### src/rtl/merger_readout_ctrl.sv
// Per-event readout sequencer behind a 4-input merger tree: RUN window, flush, per-input counts.
// Optional key-order checker is built when MERGER_READOUT_ORDER_CHECK_EN is defined.
module merger_readout_ctrl #(
  parameter int DATA_WIDTH = 12,
  parameter int ACTIVE_MSB = 11,
  parameter int ACTIVE_LSB = 6,
  parameter int MAX_CYCLES = 100,
  parameter int DRAIN_IDLE = 4,
  parameter int CNT_WIDTH  = 7
) (
  input  logic                      i_clk,
  input  logic                      i_reset,
  input  logic                      i_en,
  input  logic                      i_start,
  input  logic [DATA_WIDTH-1:0]     i_merge_data,
  input  logic [1:0]                i_merge_index,
  input  logic                      i_merge_valid,
  output logic                      o_merge_read,
  input  logic                      i_out_full,
  output logic [DATA_WIDTH-1:0]     o_out_data,
  output logic [1:0]                o_out_index,
  output logic                      o_out_valid,
  output logic                      o_busy,
  output logic                      o_done,
  output logic                      o_truncated,
  output logic                      o_missed_start,
  output logic [4*CNT_WIDTH-1:0]    o_cnt_bus,
  output logic                      o_order_err
);

  localparam int IDLE_W = $clog2(DRAIN_IDLE + 1);
  localparam logic [CNT_WIDTH-1:0] LAST_CYC  = CNT_WIDTH'(MAX_CYCLES - 1);
  localparam logic [IDLE_W-1:0]    LAST_IDLE = IDLE_W'(DRAIN_IDLE - 1);
  localparam logic [CNT_WIDTH-1:0] CNT_MAX   = '1;

  if (MAX_CYCLES < 2 || MAX_CYCLES > 2**CNT_WIDTH || DRAIN_IDLE < 3 ||
      ACTIVE_MSB >= DATA_WIDTH || ACTIVE_LSB > ACTIVE_MSB) begin : g_param_chk
    $error("merger_readout_ctrl: illegal parameter combination");
  end

  typedef enum logic [1:0] {S_IDLE, S_RUN, S_FLUSH, S_DONE} state_t;

  state_t                          r_state, w_state_nxt;
  logic [CNT_WIDTH-1:0]            r_cyc_cnt;
  logic [IDLE_W-1:0]               r_idle_cnt;
  logic [3:0][CNT_WIDTH-1:0]       r_cnt;
  logic [DATA_WIDTH-1:0]           r_out_data;
  logic [1:0]                      r_out_index;
  logic                            r_out_valid, r_truncated, r_missed_start;
  logic                            w_merge_read, w_start_ok, w_begin, w_fwd, w_discard;

  always_comb begin
    w_state_nxt  = r_state;
    w_merge_read = 1'b0;
    w_begin      = 1'b0;
    w_start_ok   = i_en & i_start;
    case (r_state)
      S_IDLE: begin
        if (w_start_ok) begin
          w_state_nxt = S_RUN;
          w_begin     = 1'b1;
        end
      end
      S_RUN: begin
        w_merge_read = i_en & ~i_out_full;
        if (r_cyc_cnt == LAST_CYC) w_state_nxt = S_FLUSH;
      end
      S_FLUSH: begin
        // Drain ignores back-pressure: residual words are dropped, never forwarded.
        w_merge_read = i_en;
        if (!i_merge_valid && r_idle_cnt == LAST_IDLE) w_state_nxt = S_DONE;
      end
      S_DONE: begin
        w_begin     = w_start_ok;
        w_state_nxt = w_start_ok ? S_RUN : S_IDLE;
      end
      default: w_state_nxt = S_IDLE;
    endcase
  end

  assign w_fwd     = (r_state == S_RUN) & w_merge_read & i_merge_valid;
  assign w_discard = (r_state == S_FLUSH) & i_en & i_merge_valid;

  always_ff @(posedge i_clk or negedge i_reset) begin
    if (!i_reset) begin
      r_state        <= S_IDLE;
      r_cyc_cnt      <= '0;
      r_idle_cnt     <= '0;
      r_cnt          <= '0;
      r_out_data     <= '0;
      r_out_index    <= '0;
      r_out_valid    <= 1'b0;
      r_truncated    <= 1'b0;
      r_missed_start <= 1'b0;
    end else if (i_en) begin
      r_state     <= w_state_nxt;
      r_out_valid <= w_fwd;
      if (w_fwd) begin
        r_out_data  <= i_merge_data;
        r_out_index <= i_merge_index;
      end
      r_cyc_cnt  <= (r_state == S_RUN) ? r_cyc_cnt + 1'b1 : '0;
      r_idle_cnt <= (r_state == S_FLUSH && !i_merge_valid) ? r_idle_cnt + 1'b1 : '0;
      if (w_begin) begin
        r_cnt       <= '0;
        r_truncated <= 1'b0;
      end else begin
        if (w_fwd && r_cnt[i_merge_index] != CNT_MAX)
          r_cnt[i_merge_index] <= r_cnt[i_merge_index] + 1'b1;
        if (w_discard) r_truncated <= 1'b1;
      end
      if (w_start_ok && (r_state == S_RUN || r_state == S_FLUSH)) r_missed_start <= 1'b1;
    end
  end

`ifdef MERGER_READOUT_ORDER_CHECK_EN
  localparam int KEY_W = ACTIVE_MSB - ACTIVE_LSB + 1;
  logic [KEY_W-1:0] r_key;
  logic             r_key_vld, r_order_err;
  logic [KEY_W-1:0] w_key;

  assign w_key = i_merge_data[ACTIVE_MSB:ACTIVE_LSB];

  // First forwarded word of an event only seeds the reference key.
  always_ff @(posedge i_clk or negedge i_reset) begin
    if (!i_reset) begin
      r_key       <= '0;
      r_key_vld   <= 1'b0;
      r_order_err <= 1'b0;
    end else if (i_en) begin
      if (w_begin) begin
        r_key_vld <= 1'b0;
      end else if (w_fwd) begin
        r_key     <= w_key;
        r_key_vld <= 1'b1;
        if (r_key_vld && w_key < r_key) r_order_err <= 1'b1;
      end
    end
  end
  assign o_order_err = r_order_err;
`else
  assign o_order_err = 1'b0;
`endif

  assign o_merge_read   = w_merge_read;
  assign o_out_data     = r_out_data;
  assign o_out_index    = r_out_index;
  assign o_out_valid    = r_out_valid & i_en;
  assign o_busy         = (r_state == S_RUN) | (r_state == S_FLUSH);
  assign o_done         = (r_state == S_DONE) & i_en;
  assign o_truncated    = r_truncated;
  assign o_missed_start = r_missed_start;
  assign o_cnt_bus      = r_cnt;

endmodule

### config.mk
export PLATFORM = sky130hd
export DESIGN_NAME = merger_readout_ctrl
export DESIGN_NICKNAME = d
export VERILOG_FILES = /design/src/rtl/merger_readout_ctrl.sv
export SDC_FILE = /design/constraint.sdc
export NUM_CORES = 1
export LEC_CHECK = 0
export ABC_CLOCK_PERIOD_IN_PS = 2200
export BUFFER_PORTS_ARGS = -buffer_cell sky130_fd_sc_hd__buf_2
export CAP_MARGIN = 20
export CORE_ASPECT_RATIO = 0.6
export CORE_UTILIZATION = 53
export DETAILED_ROUTE_END_ITERATION = 12
export PLACE_DENSITY_LB_ADDON = 0.15
export SETUP_SLACK_MARGIN = 0.15
export SYNTH_ARGS = -nofsm -noshare
export SYNTH_HDL_FRONTEND = slang
export SYNTH_SLANG_ARGS = --single-unit
export TNS_END_PERCENT = 100
### constraint.sdc
create_clock -name i_clk -period 2.2 [get_ports i_clk]
set_input_delay 0.11 -clock i_clk [delete_from_list [all_inputs] [get_ports i_clk]]
set_output_delay 0.11 -clock i_clk [all_outputs]
set_load 0.02 [all_outputs]
* Yosys cells after proc, flatten, opt, wreduce, memory -nomap -nowiden
Index checks and enable logic that the tools add are counted.
** Word-level totals
- Register bits after elaboration :: 57
- Input port bits :: 20
- Output and inout bits :: 49
** Operators by class
- Add/sub/neg operators :: 3
- Order comparisons :: 2
- Eq/ne operators :: 9
- Multiplexer cells :: 19
- Bitwise logic cells :: 10
- Reductions and logical operators :: 15
** Operators by type and width (number)
- $mux W28 :: 2
- $bwmux W28 :: 1
- $mux W7 :: 3
- $add A7 B1 Y7 const B :: 2
- $bmux W7 S2 :: 1
- $demux W7 S2 :: 1
- $and A1 B1 Y1 :: 8
- $pmux W2 S4 :: 1
- $reduce_and A2 Y1 :: 4
- $eq A7 B7 Y1 const B :: 1
- $ne A7 B7 Y1 const B :: 1
- $mux W2 :: 3
- $ne A2 B2 Y1 const B :: 3
- $logic_and A1 B1 Y1 :: 5
- $eq A2 B2 Y1 const B :: 2
- $mux W1 :: 4
- $pmux W1 S2 :: 2
- $reduce_and A4 Y1 :: 1
- $reduce_bool A2 Y1 :: 2
- $add A3 B1 Y3 const B :: 1
- $eq A3 B2 Y1 const B :: 1
- $lt A2 B3 Y1 const B :: 1
- $mux W3 :: 1
- $eq A2 B1 Y1 const B :: 1
- 6 further kinds :: 6

* Logic depth before layout (Yosys ltp)
Gate-level depths: netlist of the first run.
- Depth in word-level cells :: 8
- Gate-level depth with buffers :: 10
- Gate-level depth less buffers :: 7

* Least setup slack after synthesis of the first run
OpenSTA, ideal clock, no wires.
- Path kind :: register to register
- Start :: reg r_state[0]
- End :: reg r_out_data[10] (netlist: o_out_data[10])
- Setup time :: 125 ps
- Data arrival time :: 2035 ps
- Data required time :: 2075 ps
- Path slack :: 40 ps
- Stages on the path, launching flop included :: 8
- Clock period less this slack :: 2160 ps
- Cells stage by stage :: dfrtp_1 -> inv_1 -> ha_1 -> nand4_1 -> a21oi_1 -> buf_1 -> buf_2 -> mux2_2
** On the way
- Cells in the longest elaborated chain, start to end :: 5
- Elaborated cells on any way between the ends :: 6
- Those cells by class :: eq/ne: 2; mux: 1; bitwise: 2; reduce/logical: 1
** RTL lines
- start, declared :: RTL line 43 : state_t r_state, w_state_nxt;
- start signal, assigned :: RTL line 96 : r_state <= w_state_nxt;
- $eq A2 B2 Y1 / $eq A2 B1 Y1 (equally long branches) :: RTL line 57, 81
- $pmux W1 S2 :: RTL line 57 : case (r_state)
- $and A1 B1 Y1 (*) (2 in a row) :: RTL line 81 : assign w_fwd = (r_state == S_RUN) & w_merge_read & i_merge_valid;
- $reduce_and A2 Y1 (no source line) (*)
- end signal, assigned :: RTL line 99 : r_out_data <= i_merge_data;
- end, declared :: RTL line 47 : logic [DATA_WIDTH-1:0] r_out_data;
Every way passes the cells marked *; elsewhere a longest branch is shown, timed or not.
A chain may end at the register's enable or synchronous reset.

* Final worst setup path of the first run
- Start :: reg r_cnt (netlist bit o_cnt_bus[22])
- End :: reg r_cnt (netlist bit o_cnt_bus[14])
** On the way
- Cells in the longest elaborated chain, start to end :: 6
** RTL lines
- start, declared :: RTL line 46 : logic [3:0][CNT_WIDTH-1:0] r_cnt;
- start signal, assigned by index :: RTL line 109 : r_cnt[i_merge_index] <= r_cnt[i_merge_index] + 1'b1;
- $bmux W7 S2 :: RTL line 108 : if (w_fwd && r_cnt[i_merge_index] != CNT_MAX)
- $mux W7 (not written as such) :: RTL line 108
- $ne A7 B7 Y1 :: RTL line 108
- $logic_and A1 B1 Y1 :: RTL line 108
- $reduce_bool A2 Y1 (no source line)
- $reduce_and A2 Y1 (no source line)
No other way between the ends. The select of a mux whose other input is x is not followed.

==> results of run 1 <==
## Yosys cell counts (2+ instances only)
master and instances:
inv_1 11, a22o_1 2, dfrtp_1 57, nand4b_1 2
buf_2 4, nand2_1 38, clkbuf_1 2, buf_6 4
and2_1 5, xor2_1 3, a31oi_1 2, nand4_1 2
nand2b_1 5, a22oi_1 2, mux4_2 6, buf_1 3
o2bb2ai_1 2, ha_1 8, o21ai_0 5, nor2_1 7
xnor2_1 3, buf_4 2, a21oi_1 3, mux2i_1 27
mux2_2 15, nand3_1 3
## cell usage in the layout, fill, tap and decap left out, types with 3 or more instances in the layout
cell / synthesis / final
ha_1: 8 / 6
nor2_1: 7 / 7
o21ai_0: 5 / 5
mux2i_1: 27 / 27
nand3_1: 3 / 3
mux4_2: 6 / 6
and2_1: 5 / 4
buf_2: 4 / 67
xnor2_1: 3 / 3
dlygate4sd3_1: 0 / 12
mux2_2: 15 / 15
inv_1: 11 / 10
dfrtp_2: 0 / 3
nand2_1: 38 / 37
dfrtp_1: 57 / 54
buf_4: 2 / 27
clkbuf_8: 0 / 12
buf_6: 4 / 5
nand2b_1: 5 / 4
## logic make-up after synthesis
| logic type | after synthesis | synth area share, % |
|---|---|---|
| simple gates | 72 | 12.7 |
| flops | 57 | 49.4 |
| mux | 49 | 20.7 |
| compound gates | 27 | 6.89 |
| buf+inv | 26 | 4.85 |
| fa+ha+maj | 8 | 3.46 |
| xor+xnor | 6 | 1.82 |
| other cells | 1 | 0.130 |
## repair_timing
action,4_1_cts,5_1_grt
gates cloned,0,0
pin swaps,4,4
setup buffers,6,8
hold buffers,12,0
endpoints found under the hold margin,37,0
gates resized for setup,8,10
setup endpoints to repair,18,32
## final timing paths
check | cells after the start | to | slack (ns) | startpoint
min | 2 | o_out_data[0] | 0.01 | i_merge_data[0]
max | 8 | o_cnt_bus[14] | 0.13 | o_cnt_bus[22]
min in group asynchronous | 2 | r_idle_cnt[2] | 0.32 | i_reset
max reg2reg | 8 | o_cnt_bus[14] | 0.13 | o_cnt_bus[22]
min reg2reg | 1 | o_missed_start | 0.46 | o_missed_start
max in group asynchronous | 3 | o_cnt_bus[21] | 1.28 | i_reset
## final cells by class
class | count | area (um^2)
sequential | 57 | 1430
multi-input combinational | 163 | 1410
fill | 338 | 1220
timing repair buffer | 112 | 734
clock buffer | 13 | 169
tap | 66 | 82.6
clock inverter | 2 | 60.1
inverter | 11 | 41.3
## power groups by stage
stage | clock network [W] | logic [W] | registers, W
2_1_floorplan | 0 | 0.000699 | 0.00182
3_3_place_gp | 0 | 0.00152 | 0.00154
3_5_place_dp | 0 | 0.00154 | 0.00155
4_1_cts | 0.00117 | 0.00164 | 0.00152
5_1_grt | 0.00121 | 0.00187 | 0.00157
6_report | 0.00115 | 0.00173 | 0.00154
## sequential cells by signal, indices dropped and copies added, names as in the netlist
signal,cells
o_cnt_bus,28
o_out_data,12
r_cyc_cnt,7
r_idle_cnt,3
o_out_index,2
r_state,2
o_missed_start,1
o_truncated,1
r_out_valid,1
## worst register-to-register path: cells and delay by family, from the launching register on
| family | cells | cell delay, ns |
|---|---|---|
| mux | 2 | 0.71 |
| simple gates | 3 | 0.46 |
| flops | 1 | 0.40 |
| fa+ha+maj | 1 | 0.21 |
| buf+inv | 1 | 0.13 |
| compound gates | 1 | 0.08 |
## layer usage
metal  routed length (um)  up-vias  GRT usage (%)
li1                     -     1084              -
met1                 3450     1138           37.7
met2                 3080       85           37.4
met3                  495       15           8.02
met4                  131        0           9.45
met5                    0        -              0
## through the flow
stage | hold WS, ns | cells
2_1_floorplan | -0.186 | 246
3_3_place_gp | 0.166 | 383
3_5_place_dp | 0.164 | 383
4_1_cts | 0.00249 | 416
5_1_grt | 0.00606 | 424
6_report | 0.0108 | 424
==> metrics, run 1 <==
die height a little under 60 um; Clk network pwr share between 20% and 30%; CTS root buffer clkbuf_8; clock period minus final worst setup slack between 2 and 2.5 ns; H-tree levels 3; CP delay by family, top multiplexers; Placer Congestion a little under 0.9; critical path class flop to flop; maximum vdd drop slightly above 0.0007 V; crit start category flop; Critical Path End Type flop; Routed Antenna Nets 0; largest net degree at the start of global routing 32; Synth Warn # 0; Most used DFF post-synth dfrtp_1; sequential share of power about a third; min-delay worst type input pin to flop; Gate power share about 40%; Fmax 482 MHz; initial antenna violation count 0; Final Slew Violations 0; Leak approximately 1.9 nW; core box area around 5200 um^2; Final Power between 0.004 and 0.005 W; worst slew pin tran 0.646 ns; RSZ-0062 raised after global routing yes; endpoints failing setup 0; cell taking the most area after synthesis dfrtp_1; worst-case clock buffer depth 2; # port buffers 67; clock sink total between 50 and 60; FFs w/ async S/R, synth 100%; cell area after layout around 3900 um^2; TNS Setup 0 ns; Post-synth EDFFs 0; average wire per standard cell around 17 um; Critical Path Max Stage Delay 0.52 ns; Avg Inst Size Synth between 10 and 15 um^2; Area growth, synth to finish 36.1%; num ports 69; Tcrit/Tclk final between 90 and 100%; CP arrival 2.33 ns; Setup Skew approximately 0.0047 ns; Reg clk slew, reported paths ~0.060 ns; CP max FO 5; first-pass GRT wire length ~11000 um; vias per cell approximately 5.5; Antenna diodes 0; max_cap viols 0; top cells by area, synth dfrtp_1, mux2i_1, mux2_2; Net Sw Frac between 30% and 40%; DP Worst Slack around 0.12 ns; DRT iter0 DRCs 139; Remaining Overflow, GRT 0; placed cell areas 3380 um^2; gr usage total 26.1%; Rows 20; Num CTS Buffers 9; worst path required time between 2 and 2.5 ns; CTS tree built; Detailed Place HPWL ~4600 um; utilization of the core after routing roughly 76%; TritonRoute pass-1 iters 6; layout cell share with drive strength beyond 1 between 40% and 50%; P per Cell Area approximately 1100 nW/um^2; critical-path cell list mux4_2 > ha_4 > nand2b_4 > o22ai_4 > nand4_4 > and4b_1 > buf_6 > mux2i_1; Buf+Inv Stages, Crit Path 1; Critical-path top delay cell mux4_2; Die Wd around 100 um; Hold Vio Cnt, Final 0; setup ws final roughly 0.13 ns; Routed Wire Length ~7200 um; Final nets roughly 380; Cell Area, Synth 2890 um^2; Post-Syn Instances 246; Slew headroom about 57%; internal power ~0.0028 W; die area 5760 um^2; Post-route DRC 0; initial core utilization 56.0%; register bit total from synthesis 57; later-pin clock latency in the skew report 0.34 ns; share of the synthesized area in the top cell type around half; syn nets 274; Synth cell types 49; Switch Pwr approximately 0.0016 W; Seq/Total Area, Yosys roughly 49%; via count ~2300; run status finished, final reports clean; vias in the first global route between 2000 and 2500
No activity file was read; power rests on OpenSTA's default activity.
==> run 2: changes to the inputs <==
CORE_ASPECT_RATIO = default   (was 0.6)
MAX_ROUTING_LAYER = met4   (was default)
SETUP_SLACK_MARGIN = default   (was 0.15)
==> run 2 against run 1 <==
Largest cell class unchanged. Highest routed layer unchanged. Cell count is 5.4% lower. Maximum frequency is 1.5% lower. Design area is 9.1% lower. Sequential power about the same. First-iteration DRC count rose by 14%. Die area shrank 0.17%. Total power fell by 11%. Sequential share of layout area up 3.5 points. Critical path depth did not move. Via count decreased by 6.3%.
==> metrics, run 2 (same netlist as run 1, synthesis figures left out) <==
Final nets 355 (-7.1%); DRT iter0 DRCs 159 (+14%); Hold Slack 0.0100 ns (-0.000795 ns); max_cap viols 0 (unchanged); core box area 5170 um^2 (+0.34%); Post-route DRC 0 (unchanged); CP max FO 6 (+1); Hold Vio Cnt, Final 0 (unchanged); critical path class flop to flop; Fmax 475 MHz (-1.5%); Buf+Inv Stages, Crit Path 1 (unchanged); initial core utilization 55.9% (-0.19 points); TritonRoute pass-1 iters 4 (-2); Die Wd 75.8 um (-22%); commonest non-fill, non-tap cell in the layout buf_2; filler-free cell count of the finished design 401 (-5.4%); # placed instances 385 (+0.52%); later-pin clock latency in the skew report 0.33 ns (about the same); TNS Setup 0 ns (unchanged); internal power 0.00245 W (-13%); endpoints failing setup 0 (unchanged); # port buffers 67 (unchanged); Rows 26 (+30%); Clk network pwr share 22.3% (-3.7 points); min-delay worst type input pin to flop; max reg flops 28 (unchanged); gr usage total 24.3% (-1.8 points); reg2reg setup slack 0.09 ns (-0.03 ns); Remaining Overflow, GRT 0 (unchanged); Tcrit/Tclk final 95.8% (+1.5 points); clock sink total 57 (unchanged); utilization of the core after routing 69.1% (-7.2 points); maximum vdd drop 0.000734 V (+1.1%); die area 5750 um^2 (-0.17%); initial antenna violation count 0 (unchanged); Switch Pwr 0.00148 W (-7.3%); CTS tree built; Placer Congestion 0.815 (-5.8%); CP arrival 2.36 ns (+0.03 ns); Critical-path top delay cell mux4_2; Gate power share 38.8% (-0.4 points); Antenna diodes 0 (unchanged); Routed Antenna Nets 0 (unchanged); Area growth, synth to finish 23.7%; most frequent cells in the layout buf_2, dfrtp_1, nand2_1, mux2i_1, mux2_2; Detailed Place HPWL 4440 um (-3.6%); Slew headroom 56.9% (about the same); Leak 1.76 nW (-8.5%); Critical Path End Type flop; clock period minus final worst setup slack 2.11 ns (+0.0325 ns); crit start category flop; CP delay by family, top multiplexers; Num CTS Buffers 9 (unchanged); worst slew pin tran 0.646 ns (+0.000515 ns); via count 2175 (-6.3%); H-tree levels 3 (unchanged); average wire per standard cell 15.1 um (-11%); layout cell share with drive strength beyond 1 39.3% (-4.0 points); P per Cell Area 1100 nW/um^2 (-2.0%); run status finished, final reports clean; Net Sw Frac 37.7% (+1.5 points); Setup Skew 0.00687 ns (+0.00214 ns); critical-path cell list mux4_2 > ha_2 > nand2_1 > o22ai_2 > nand4_4 > and4b_1 > buf_6 > mux2i_1; Final Slew Violations 0 (unchanged); die height 75.8 um (+28%); first-pass GRT wire length 9690 um (-13%); worst path required time 2.45 ns (about the same); largest net degree at the start of global routing 30 (-6.3%); Final Power 0.00393 W (-11%); Reg clk slew, reported paths 0.06 ns (about the same); worst-case clock buffer depth 2 (unchanged); vias in the first global route 2074 (-4.1%); CTS root buffer clkbuf_8; sequential share of power 38.9% (+4.1 points); num ports 69 (unchanged); vias per cell 5.42 (-0.96%); Routed Wire Length 6040 um (-16%); Critical Path Max Stage Delay 0.49 ns (-0.03 ns); post-CTS setup buffer count 0 (-6)
## run 2: stage by stage
step | setup slack (ns) | area, um^2
finish | 0.0928 | 3570
CTS | 0.0508 | 3550
global route | -0.00152 | 3570
detailed placement | 0.0979 | 3360
floorplan | 0.0401 | 2890
global placement | 0.148 | 3360
## run 2: per-layer routing
layer / wire [um] / vias up / share of wire (%) / GRT usage [%]
met2: 2770 / 76 / 46 / 34.0
met4: 110 / 0 / 1.8 / 11.5
met1: 2820 / 1072 / 47 / 33.6
met5: 0 / - / 0 / -
li1: - / 1016 / - / -
met3: 336 / 11 / 5.6 / 5.16
## run 2: path summary, 6_finish.rpt
path / from / end / depth (start not counted)
worst max-delay path: o_cnt_bus[22] / o_cnt_bus[18] / 8
worst min-delay path: i_merge_data[4] / o_out_data[4] / 2
worst max register to register: o_cnt_bus[22] / o_cnt_bus[18] / 8
worst min register to register: o_missed_start / o_missed_start / 1
max in group asynchronous: i_reset / o_cnt_bus[26] / 3
min in group asynchronous: i_reset / o_missed_start / 2
## run 2: what timing repair did
action	4_1_cts	5_1_grt
hold buffers	1	0
gates resized for setup	0	6
hold endpoints to repair	28	0
setup endpoints to repair	0	7
## run 2: area by class of cell
type / count / area [um^2]
tap: 70 / 87.6
inverter: 11 / 41.3
sequential: 57 / 1430
fill: 393 / 1600
timing repair buffer: 85 / 497
multi-input combinational: 163 / 1340
clock buffer: 12 / 165
clock inverter: 3 / 15.0
## run 2: worst reg2reg max path, cell delays in order (launching register included)
cell     delay, ns
dfrtp_1       0.39
mux4_2        0.49
ha_2          0.23
nand2_1       0.09
o22ai_2       0.11
nand4_4       0.14
and4b_1       0.24
buf_6         0.15
mux2i_1       0.20
## run 2: power groups by stage
| stage | Clock [W] | Sequential, W | Combinational (W) |
|---|---|---|---|
| after detailed placement | 0 | 0.00154 | 0.00152 |
| after floorplan | 0 | 0.00182 | 0.000684 |
| after CTS | 0.000895 | 0.00153 | 0.00152 |
| after global routing | 0.000946 | 0.00157 | 0.00165 |
| after global placement | 0 | 0.00152 | 0.00150 |
| final | 0.000879 | 0.00153 | 0.00152 |
==> run 3: changes to the inputs <==
CAP_MARGIN = default   (was 20)
CORE_ASPECT_RATIO = 1.75   (was default)
==> run 3 against run 2 <==
The run now ends with design-rule violations left. Critical endpoint is now o_cnt_bus[12]. Die area grew 0.20%. Core utilization up 2.1 points. Sequential cell count is the same. Worst setup slack worse by 0.012 ns. Via count up 3.2%. Total power up 7.7%. Combinational power up 5%. Clock power grew 27%. Clock skew increased by 0.00084 ns.
==> metrics, run 3 (same netlist as run 1, synthesis figures left out) <==
vias per cell 5.61 (+3.4%); core box area 5260 um^2 (+1.6%); initial core utilization 55.0% (-0.88 points); # port buffers 67 (unchanged); # placed instances 369 (-4.2%); reg2reg setup slack 0.08 ns (about the same); Fmax 472 MHz (-0.56%); Post-route DRC 6 (+6); Critical Path End Type flop; most frequent cells in the layout buf_2, dfrtp_1, nand2_1, mux2i_1, buf_4; Reg clk slew, reported paths 0.07 ns (about the same); violated checks design-rule violations; M3 GR Usage 4.81% (-0.35 points); max_cap viols 0 (unchanged); via count 2244 (+3.2%); Leak 1.84 nW (+4.4%); TritonRoute pass-1 iters 8 (+4); Die Wd 57.8 um (-24%); Detailed Place HPWL 4790 um (+7.8%); H-tree levels 3 (unchanged); GRT busiest layer met2; CTS root buffer clkbuf_8; die height 99.7 um (+31%); largest net degree at the start of global routing 49 (+63%); gr usage total 26.5% (+2.2 points); min-delay worst type input pin to flop; endpoints failing setup 0 (unchanged); Remaining Overflow, GRT 0 (unchanged); CP arrival 2.37 ns (about the same); Placer Congestion 0.905 (+11%); Final nets 368 (+3.7%); later-pin clock latency in the skew report 0.34 ns (about the same); Tcrit/Tclk final 96.3% (+0.54 points); run status complete, but fails checks; Antenna diodes 0 (unchanged); Hold Vio Cnt, Final 0 (unchanged); crit start category flop; worst path required time 2.45 ns (about the same); Buf+Inv Stages, Crit Path 1 (unchanged); Num CTS Buffers 9 (unchanged); clock period minus final worst setup slack 2.12 ns (+0.0119 ns); Final Slew Violations 0 (unchanged); critical path class flop to flop; initial antenna violation count 0 (unchanged); num ports 69 (unchanged); clock sink total 57 (unchanged); worst-case clock buffer depth 2 (unchanged); Routed Antenna Nets 0 (unchanged); CTS tree built; CP delay by family, top multiplexers; RSZ-0062 raised after global routing no; Area growth, synth to finish 29.6%; critical-path cell list mux4_2 > ha_2 > nand2_1 > o22ai_2 > nand4_4 > nor3b_4 > buf_6 > mux2i_1; maximum vdd drop 0.000880 V (+20%); Routed Wire Length 6780 um (+12%); Critical Path Max Stage Delay 0.49 ns (about the same); average wire per standard cell 17.0 um (+13%); DRT iter0 DRCs 81 (-49%); Rows 35 (+35%); Critical-path top delay cell mux4_2; Hold Slack 0.0141 ns (+0.00407 ns); die area 5760 um^2 (+0.20%); filler-free cell count of the finished design 400 (-0.25%); layout cell share with drive strength beyond 1 40.0% (+0.73 points); max reg flops 28 (unchanged); register area 1430 um^2 (unchanged); vias in the first global route 2272 (+9.5%); CP max FO 6 (unchanged); Multi-input gate area 1360 um^2 (+1.3%); GR Util met1 28.7% (-4.9 points); first-pass GRT wire length 11000 um (+14%); Setup Skew 0.00771 ns (+0.000841 ns); FILL cells 398 (+1.3%); P per Cell Area 1130 nW/um^2 (+2.8%); commonest non-fill, non-tap cell in the layout buf_2; M2 GR Usage 45.2% (+11 points)
[run 3: final timing paths]
| kind | from | end | cells past startpoint |
|---|---|---|---|
| max reg2reg | o_cnt_bus[15] | o_cnt_bus[12] | 8 |
| max in group asynchronous | i_reset | r_cyc_cnt[5] | 3 |
| max | o_cnt_bus[15] | o_cnt_bus[12] | 8 |
| min | i_merge_data[4] | o_out_data[4] | 2 |
| min reg2reg | r_out_valid | r_out_valid | 1 |
| min in group asynchronous | i_reset | o_cnt_bus[25] | 2 |
[run 3: through the flow]
stage | total power (W) | TNS (ns) | area (um^2) | utilization [%] | setup slack [ns]
CTS | 0.00422 | 0 | 3700 | 70.4 | 0.00911
detailed placement | 0.00307 | -0.0327 | 3330 | 63.4 | -0.0299
floorplan | 0.00250 | 0 | 2890 | - | 0.0401
global route | 0.00446 | 0 | 3740 | 71.2 | 0.00458
finish | 0.00423 | 0 | 3740 | 71.2 | 0.0808
global placement | 0.00303 | -0.0121 | 3330 | 63.4 | -0.00441
[run 3: timing repair]
item	4_1_cts	5_1_grt
pin swaps	0	1
setup buffers	1	2
setup endpoints to repair	8	20
hold buffers	12	0
resized for setup	3	6
cloned	0	0
hold endpoints to repair	68	0
[run 3: layout make-up]
| cell class | instances | share of cell area (%) |
|---|---|---|
| well taps | 55 | 1.84 |
| flip-flops and latches | 57 | 38.1 |
| clock buffers | 11 | 4.04 |
| multi-input cells | 163 | 36.3 |
| clock inverters | 5 | 2.07 |
| inverters | 11 | 1.10 |
| repair buffers | 98 | 16.5 |
[run 3: per-layer routing]
metal  routed length (um)  part of all wire, %
met1                 2640                   39
met4                  221                  3.3
met5                    0                    0
met3                  234                  3.4
met2                 3690                   54
[run 3: report_power, final]
part | switching, W | total (W) | leakage [nW] | internal, W
Clock | 0.000420 | 0.00112 | 0.115 | 0.000695
Sequential | 0.000182 | 0.00152 | 0.749 | 0.00134
Combinational | 0.000928 | 0.00160 | 0.976 | 0.000674
